### src/rtl/apb_periph_arbiter.sv
// apb_periph_arbiter: round-robin share of one APB3 master port between two valid/done requesters.
// Optional ACCESS-phase timeout enabled by defining APB_ARB_TIMEOUT_EN. Revision 1.0.
`default_nettype none

module apb_periph_arbiter #(
  parameter int unsigned APB_ADDR_WIDTH = 32,
  parameter int unsigned APB_DATA_WIDTH = 32,
  parameter int unsigned TIMEOUT_CYCLES = 255
) (
  input  logic                      clk_i,
  input  logic                      rst_ni,
  input  logic                      req0_valid_i,
  input  logic [APB_ADDR_WIDTH-1:0] req0_addr_i,
  input  logic                      req0_write_i,
  input  logic [APB_DATA_WIDTH-1:0] req0_wdata_i,
  output logic                      req0_done_o,
  output logic [APB_DATA_WIDTH-1:0] req0_rdata_o,
  output logic                      req0_err_o,
  input  logic                      req1_valid_i,
  input  logic [APB_ADDR_WIDTH-1:0] req1_addr_i,
  input  logic                      req1_write_i,
  input  logic [APB_DATA_WIDTH-1:0] req1_wdata_i,
  output logic                      req1_done_o,
  output logic [APB_DATA_WIDTH-1:0] req1_rdata_o,
  output logic                      req1_err_o,
  output logic [APB_ADDR_WIDTH-1:0] paddr_o,
  output logic [APB_DATA_WIDTH-1:0] pwdata_o,
  output logic                      pwrite_o,
  output logic                      psel_o,
  output logic                      penable_o,
  input  logic [APB_DATA_WIDTH-1:0] prdata_i,
  input  logic                      pready_i,
  input  logic                      pslverr_i
);

  typedef enum logic [1:0] {
    IDLE   = 2'd0,
    SETUP  = 2'd1,
    ACCESS = 2'd2,
    RESP   = 2'd3
  } state_e;

  state_e                      state_q;
  logic                        owner_q;
  logic                        rr_last_q;
  logic [APB_ADDR_WIDTH-1:0]   addr_q;
  logic                        write_q;
  logic [APB_DATA_WIDTH-1:0]   wdata_q;
  logic                        psel_q;
  logic                        penable_q;
  logic                        done0_q;
  logic                        done1_q;
  logic [APB_DATA_WIDTH-1:0]   rdata_q;
  logic                        err_q;

  logic                        grant_d;
  logic                        winner_d;

  // The timeout limit only fits a 16-bit counter; out-of-range values are left as a visible marker.
  if (TIMEOUT_CYCLES < 1 || TIMEOUT_CYCLES > 65535) begin : g_timeout_out_of_range
  end

`ifdef APB_ARB_TIMEOUT_EN
  localparam logic [15:0] TimeoutLimit = 16'(TIMEOUT_CYCLES);
  logic [15:0] cnt_q;
`endif

  assign grant_d  = req0_valid_i | req1_valid_i;
  // On a tie the requester that did not win last time is served.
  assign winner_d = (req0_valid_i && req1_valid_i) ? ~rr_last_q : req1_valid_i;

  always_ff @(posedge clk_i or negedge rst_ni) begin
    if (!rst_ni) begin
      state_q   <= IDLE;
      owner_q   <= 1'b0;
      rr_last_q <= 1'b1;
      addr_q    <= '0;
      write_q   <= 1'b0;
      wdata_q   <= '0;
      psel_q    <= 1'b0;
      penable_q <= 1'b0;
      done0_q   <= 1'b0;
      done1_q   <= 1'b0;
      rdata_q   <= '0;
      err_q     <= 1'b0;
`ifdef APB_ARB_TIMEOUT_EN
      cnt_q     <= '0;
`endif
    end else begin
      case (state_q)
        IDLE: begin
          if (grant_d) begin
            owner_q   <= winner_d;
            rr_last_q <= winner_d;
            addr_q    <= winner_d ? req1_addr_i  : req0_addr_i;
            write_q   <= winner_d ? req1_write_i : req0_write_i;
            wdata_q   <= winner_d ? req1_wdata_i : req0_wdata_i;
            psel_q    <= 1'b1;
            state_q   <= SETUP;
          end
        end
        SETUP: begin
          penable_q <= 1'b1;
          state_q   <= ACCESS;
`ifdef APB_ARB_TIMEOUT_EN
          cnt_q     <= '0;
`endif
        end
        ACCESS: begin
          if (pready_i) begin
            psel_q    <= 1'b0;
            penable_q <= 1'b0;
            rdata_q   <= write_q ? '0 : prdata_i;
            err_q     <= pslverr_i;
            done0_q   <= ~owner_q;
            done1_q   <= owner_q;
            state_q   <= RESP;
          end
`ifdef APB_ARB_TIMEOUT_EN
          else if (cnt_q == TimeoutLimit) begin
            psel_q    <= 1'b0;
            penable_q <= 1'b0;
            rdata_q   <= '0;
            err_q     <= 1'b1;
            done0_q   <= ~owner_q;
            done1_q   <= owner_q;
            state_q   <= RESP;
          end else begin
            cnt_q <= cnt_q + 16'd1;
          end
`endif
        end
        RESP: begin
          done0_q <= 1'b0;
          done1_q <= 1'b0;
          rdata_q <= '0;
          err_q   <= 1'b0;
          state_q <= IDLE;
        end
        default: state_q <= IDLE;
      endcase
    end
  end

  assign paddr_o      = addr_q;
  assign pwdata_o     = wdata_q;
  assign pwrite_o     = write_q;
  assign psel_o       = psel_q;
  assign penable_o    = penable_q;
  assign req0_done_o  = done0_q;
  assign req1_done_o  = done1_q;
  assign req0_rdata_o = done0_q ? rdata_q : '0;
  assign req1_rdata_o = done1_q ? rdata_q : '0;
  assign req0_err_o   = done0_q & err_q;
  assign req1_err_o   = done1_q & err_q;

endmodule

`default_nettype wire

### config.mk
export PLATFORM = sky130hd
export DESIGN_NAME = apb_periph_arbiter
export DESIGN_NICKNAME = d
export VERILOG_FILES = /design/src/rtl/apb_periph_arbiter.sv
export SDC_FILE = /design/constraint.sdc
export NUM_CORES = 1
export LEC_CHECK = 0
export CORE_MARGIN = 8
export CORE_UTILIZATION = 35
export CTS_CLUSTER_DIAMETER = 30
export DETAILED_ROUTE_END_ITERATION = 10
export PLACE_DENSITY = 0.74
export SYNTH_ARGS = -nofsm -noshare
export SYNTH_HDL_FRONTEND = slang
export SYNTH_SLANG_ARGS = --single-unit
### constraint.sdc
create_clock -name clk_i -period 2.4 [get_ports clk_i]
set_input_delay 0.24 -clock clk_i [delete_from_list [all_inputs] [get_ports clk_i]]
set_output_delay 0.24 -clock clk_i [all_outputs]
set_load 0.005 [all_outputs]
# Word level (Yosys, flattened, before mapping)
# Cells that the tools add are included.
# totals
regBits	106
output_inout_bits	135
in_bits	168
elab_cells	54
# op_classes
bitwise	5
eq_ne	5
reduce_logical	10
n_mux	22
# ops
operator	n
32-bit two-way mux	6
32-bit one-hot mux with 2 select lines	1
1-bit one-hot mux with 2 select lines	5
2-bit one-hot mux with 4 select lines	1
2-bit AND reduction	4
1-bit two-way mux	7
2-bit nonzero test	3
2-bit == test, second input constant	2
2-bit two-way mux	2
2-bit inequality test, second input constant	2
3-bit AND reduction	1
1-bit bitwise AND	2
2-bit by 1-bit == test with 1-bit output, second input constant	1
2-bit logical NOT	1
1-bit NOT	2
1-bit logical AND	1
1-bit OR	1

# Logic depth before layout (Yosys ltp)
# depth
ltp_word	3
ltp_mapped	8
depth_no_buf	5

# Worst setup path before layout
# Ideal clock, no wire load.
# synth_path
path_type	flip-flop to flip-flop
from	register state_q[0]
to	register done0_q, in the netlist req0_done_o
required_ps	2305
n_path_buf	3
synth_period_minus_slack_ps	1614
path_slack_ps	786
path_stages_with_launch	9
arrival_ps	1518
setup_time_ps	95
cell_sequence	dfrtp_1 -> inv_1 -> ha_1 -> buf_2 -> mux2i_1 -> buf_4 -> buf_6 -> nand2_1 -> o31ai_1
# synth_via
elab_chain_len	3
word_cells_on_any_way	6
cone_classes	eq/ne: 3; mux: 1; reduce/logical: 2
# synth_lines
element	line	source
from (decl)	43	state_e state_q;
from (signal assigned)	74	state_q <= IDLE;
from (signal assigned)	99	state_q <= SETUP;
from (signal assigned)	104	state_q <= ACCESS;
2-bit == test	90	case (state_q)
2-bit inequality test (no source line) / 2-bit nonzero test (equally long branches)	n/a	
2-bit AND reduction (no source line)	n/a	
to (signal assigned)	115	done0_q <= ~owner_q;
to (decl)	51	logic done0_q;
# Parallel ways exist; a longest one is shown, timed or not.
# A chain may end at the register's enable or synchronous reset.

# Worst setup path in the final report
# layout_path
from	register done1_q, in the netlist req1_done_o
to	output req1_rdata_o[1]
# layout_via
elab_chain_len	1
# layout_lines
element	line	source
from (decl)	52	logic done1_q;
from (signal assigned)	116	done1_q <= owner_q;
32-bit two-way mux	153	assign req1_rdata_o = done1_q ? rdata_q : '0;
to (decl)	24	output logic [APB_DATA_WIDTH-1:0] req1_rdata_o,
# No other way between the ends.

==> impl_metrics.yaml <==
logic_synthesis:
  synthFlopType: "sky130_fd_sc_hd__dfrtp_1"
  asyncSetResetFlopFracSynth: 1.00
  synthesis.nets: 789
  postSynthCellCount: 614
  syn_area_per_cell_um2: 8.83
  synth-xor-area-share: 0
  yosys-mux-area-fraction: 0.00762
  synth_top_family_by_area: "simple AND/OR/NAND/NOR gates"
  synth.yosys.seq_area_share: 0.490
  synth_largest_area_cell: "sky130_fd_sc_hd__dfrtp_1"
  synthDistinctLibCells: 27
  synth_compound_gate_area_share: 0.212
  synthTopCellsByArea: "sky130_fd_sc_hd__dfrtp_1 48%, sky130_fd_sc_hd__a21oi_2 9.7%, sky130_fd_sc_hd__nand2_1 9.2%"
  synth_area_mm2: 0.00542
  number_of_warnings_printed_during_yosys_synthesis: 0
  ys_seq_elements: 106
  adder_cell_fraction_of_synth_area: 0.0162
  synthDominantCellAreaShare: 0.485
  synth_simple_gate_area_share: 0.221
  post_synth_edffs: 0
sta:
  final_hold_viol_count: 0
  final_min_period_over_clock_period: 0.853
  post-route-min-period_ps: 2050
  rsz0062_at_grt: "no"
  finalClockSkew_ps: 4.66
  top_achievable_clock_speed_mhz: 488
  worst_pin_slew_ps: 462
  timing.max_slew.rel_slack: 0.692
  timing.final.setup_violations: 0
  fin_max_slew_vios: 0
  timing.final.ws_setup_ps: 353
  tns_ps: 0
pwr:
  p_sw_frac: 0.369
  sequential_group_share_of_total_power: 0.331
  total_leakage_power_nw: 3.69
  clock_share_of_power: 0.156
  ir_worst_vdd_mv: 0.539
  power_density_mw_per_mm2: 1090
  power.net_switching_mw: 3.61
  power.internal_mw: 6.17
  comb_power_share: 0.513
hold_path:
  hold_path.class: "input port to async pin"
grt:
  grt_pass1_vias: 5365
  grt_max_degree: 67
  grt_pass1_wl_mm: 30.2
  grt-ovfl-total: 0
  groute.usage.overall: 0.193
  antenna_found_initial: 0
clock_network:
  post_cts.repair.setup_buffers: 0
  path_clk_slew_ps: 70
  cts_buffers: 9
  hold_buffers: 1
  cts_tree: "built"
  cts.htree.levels: 3
  clock_sink_count: 106
  clk_path_buf_depth: 2
  cts_resized: 0
  worstSkewPairLatency_ps: 350
  cts.root.buffer_cell: "sky130_fd_sc_hd__clkbuf_16"
flow_run:
  max_cap_viol_count: 0
critical_path:
  rrSetupSlack_ps: 570
  critical_path.cell_chain: "buf_4, and2_1, clkdlybuf4s50_1"
  r2r_cells: 6
  slowest_stage: "sky130_fd_sc_hd__dfrtp_1"
  r2r-start: "state_q[0]$_DFFE_PN0P_"
  worstPathRequired_ps: 2160
  worstPathMaxFanout: 17
  setup.worst_path.end_class: "primary output"
  worst_r2r_endpoint: "rdata_q[10]$_DFFE_PN0P_"
  critPathKind: "register to primary output"
  critical_path.max_stage_delay_ps: 520
  crit_end: "req1_rdata_o[1]"
  crit_start: "req1_done_o$_DFFE_PN0P_"
  start_kind: "register"
  crit_arrival_ps: 1810
final_layout:
  most_frequent_standard_cell_in_the_layout_excluding_fill_and_tap_cells: "sky130_fd_sc_hd__clkdlybuf4s50_1"
  most-common-layout-cells: "301 x sky130_fd_sc_hd__clkdlybuf4s50_1, 133 x sky130_fd_sc_hd__nand2_1, 105 x sky130_fd_sc_hd__dfrtp_1, 73 x sky130_fd_sc_hd__a21oi_1, 68 x sky130_fd_sc_hd__nor2_1"
  diodes: 0
  fin_nets: 1076
  final.fill_count: 1342
  post_route_cells_drive_above_1_share: 0.113
  syn2layout_area_growth_pct: 65.5
detailed_routing:
  routedWlPerCell_um: 17.2
  antenna_violating_nets_post_route: 0
  detail_route.vias_per_cell: 4.78
  detail_route.iter0.violations: 233
  drt_pre_antenna_iters: 4
  wirelength_mm: 18.8
  routed-via-count: 5226
  drc_violations_left: 0
floorplan:
  fp.coreArea_mm2: 0.0151
  die_height_um: 140
  die-width_um: 140
  floorplan.initialDensity: 0.358
  placementRows: 45
  die_area_mm2: 0.0197
  io_pins: 303
place:
  placed_wire_length_estimate_after_detailed_placement_mm: 14.6
  port-buffer-count: 302
  placement.setup.worst_slack_ps: 456
  place.gp.congestion: 0.807
outcome:
  status: "complete, no violations"
==> cell usage after synthesis, types with 4 or more instances <==
| cell type | instances |
|---|---|
| sky130_fd_sc_hd__buf_4 | 5 |
| sky130_fd_sc_hd__a21oi_1 | 73 |
| sky130_fd_sc_hd__clkbuf_1 | 16 |
| sky130_fd_sc_hd__and2_1 | 66 |
| sky130_fd_sc_hd__o21ai_1 | 32 |
| sky130_fd_sc_hd__nor2_1 | 69 |
| sky130_fd_sc_hd__dfrtp_1 | 105 |
| sky130_fd_sc_hd__nand2_1 | 133 |
| sky130_fd_sc_hd__nor2b_1 | 4 |
| sky130_fd_sc_hd__ha_1 | 7 |
| sky130_fd_sc_hd__a21oi_2 | 60 |
| sky130_fd_sc_hd__buf_6 | 6 |
| sky130_fd_sc_hd__buf_2 | 15 |
==> power by group through the flow <==
stage                     clock (mW)  sequential, mW  combinational (mW)
final                           1.53            3.24                5.01
after global routing            1.63            3.37                5.58
after CTS                       1.58            3.25                5.11
after detailed placement           0            3.28                5.08
after global placement             0            3.24                5.03
after floorplan                    0            3.19                2.53
==> cell type report <==
class	instances	area (µm²)	area share
Tap cell	188	235	0.0262
Inverter	2	7.51	0.000837
Multi-Input combinational cell	461	2500	0.279
Sequential cell	106	2650	0.296
Timing Repair Buffer	321	3270	0.364
Clock inverter	6	65.1	0.00725
Clock buffer	10	239	0.0266
==> registers in the layout (all words and copies together) (netlist names) <==
signal       flops
state_q          2
paddr_o         32
req0_done_o      1
rr_last_q        1
owner_q          1
psel_o           1
err_q            1
req1_done_o      1
pwrite_o         1
penable_o        1
pwdata_o        32
rdata_q         32
==> worst min path at each step <==
stage                       from                        to  slack [ps]  depth (start not counted)
final                     rst_ni  pwdata_o[14]$_DFFE_PN0P_         390                          2
after global routing      rst_ni  pwdata_o[14]$_DFFE_PN0P_         420                          2
after CTS                 rst_ni  pwdata_o[14]$_DFFE_PN0P_         390                          2
after detailed placement  rst_ni  pwdata_o[14]$_DFFE_PN0P_         190                          1
after global placement    rst_ni  pwdata_o[10]$_DFFE_PN0P_         200                          1
after floorplan           rst_ni         err_q$_DFFE_PN0P_         -60                          0
==> cells by family (layout without fill, tap and decap cells) <==
| family | after synthesis | in the layout |
|---|---|---|
| flops | 106 | 106 |
| buf+inv | 47 | 339 |
| simple gates | 272 | 272 |
| mux | 4 | 4 |
| compound gates | 178 | 178 |
| fa+ha+maj | 7 | 7 |
==> metrics by stage <==
stage | std cells | total power, mW | utilization | area (µm²) | hold WS, ps
2_1_floorplan | 614 | 5.72 | - | 5420 | -55.6
3_3_place_gp | 1077 | 8.27 | 0.572 | 8660 | 195
3_5_place_dp | 1077 | 8.36 | 0.572 | 8660 | 192
4_1_cts | 1094 | 9.93 | 0.592 | 8970 | 392
5_1_grt | 1094 | 10.6 | 0.592 | 8970 | 421
6_report | 1094 | 9.78 | 0.592 | 8970 | 385
==> critical path: cells and delay by family (launching register included) <==
| kind | cells | cell delay [ps] |
|---|---|---|
| buffers and inverters | 2 | 760 |
| and+or+nand+nor | 1 | 180 |
| DFF | 1 | 520 |
==> per-layer routing <==
layer	vias to the layer above	global-route usage	part of all wire
met4	0	0.0749	0.023
met2	229	0.308	0.46
met1	2397	0.228	0.41
met5	-	0	0
li1	2576	-	-
met3	24	0.0778	0.11
(Power assumes the default switching activity.)
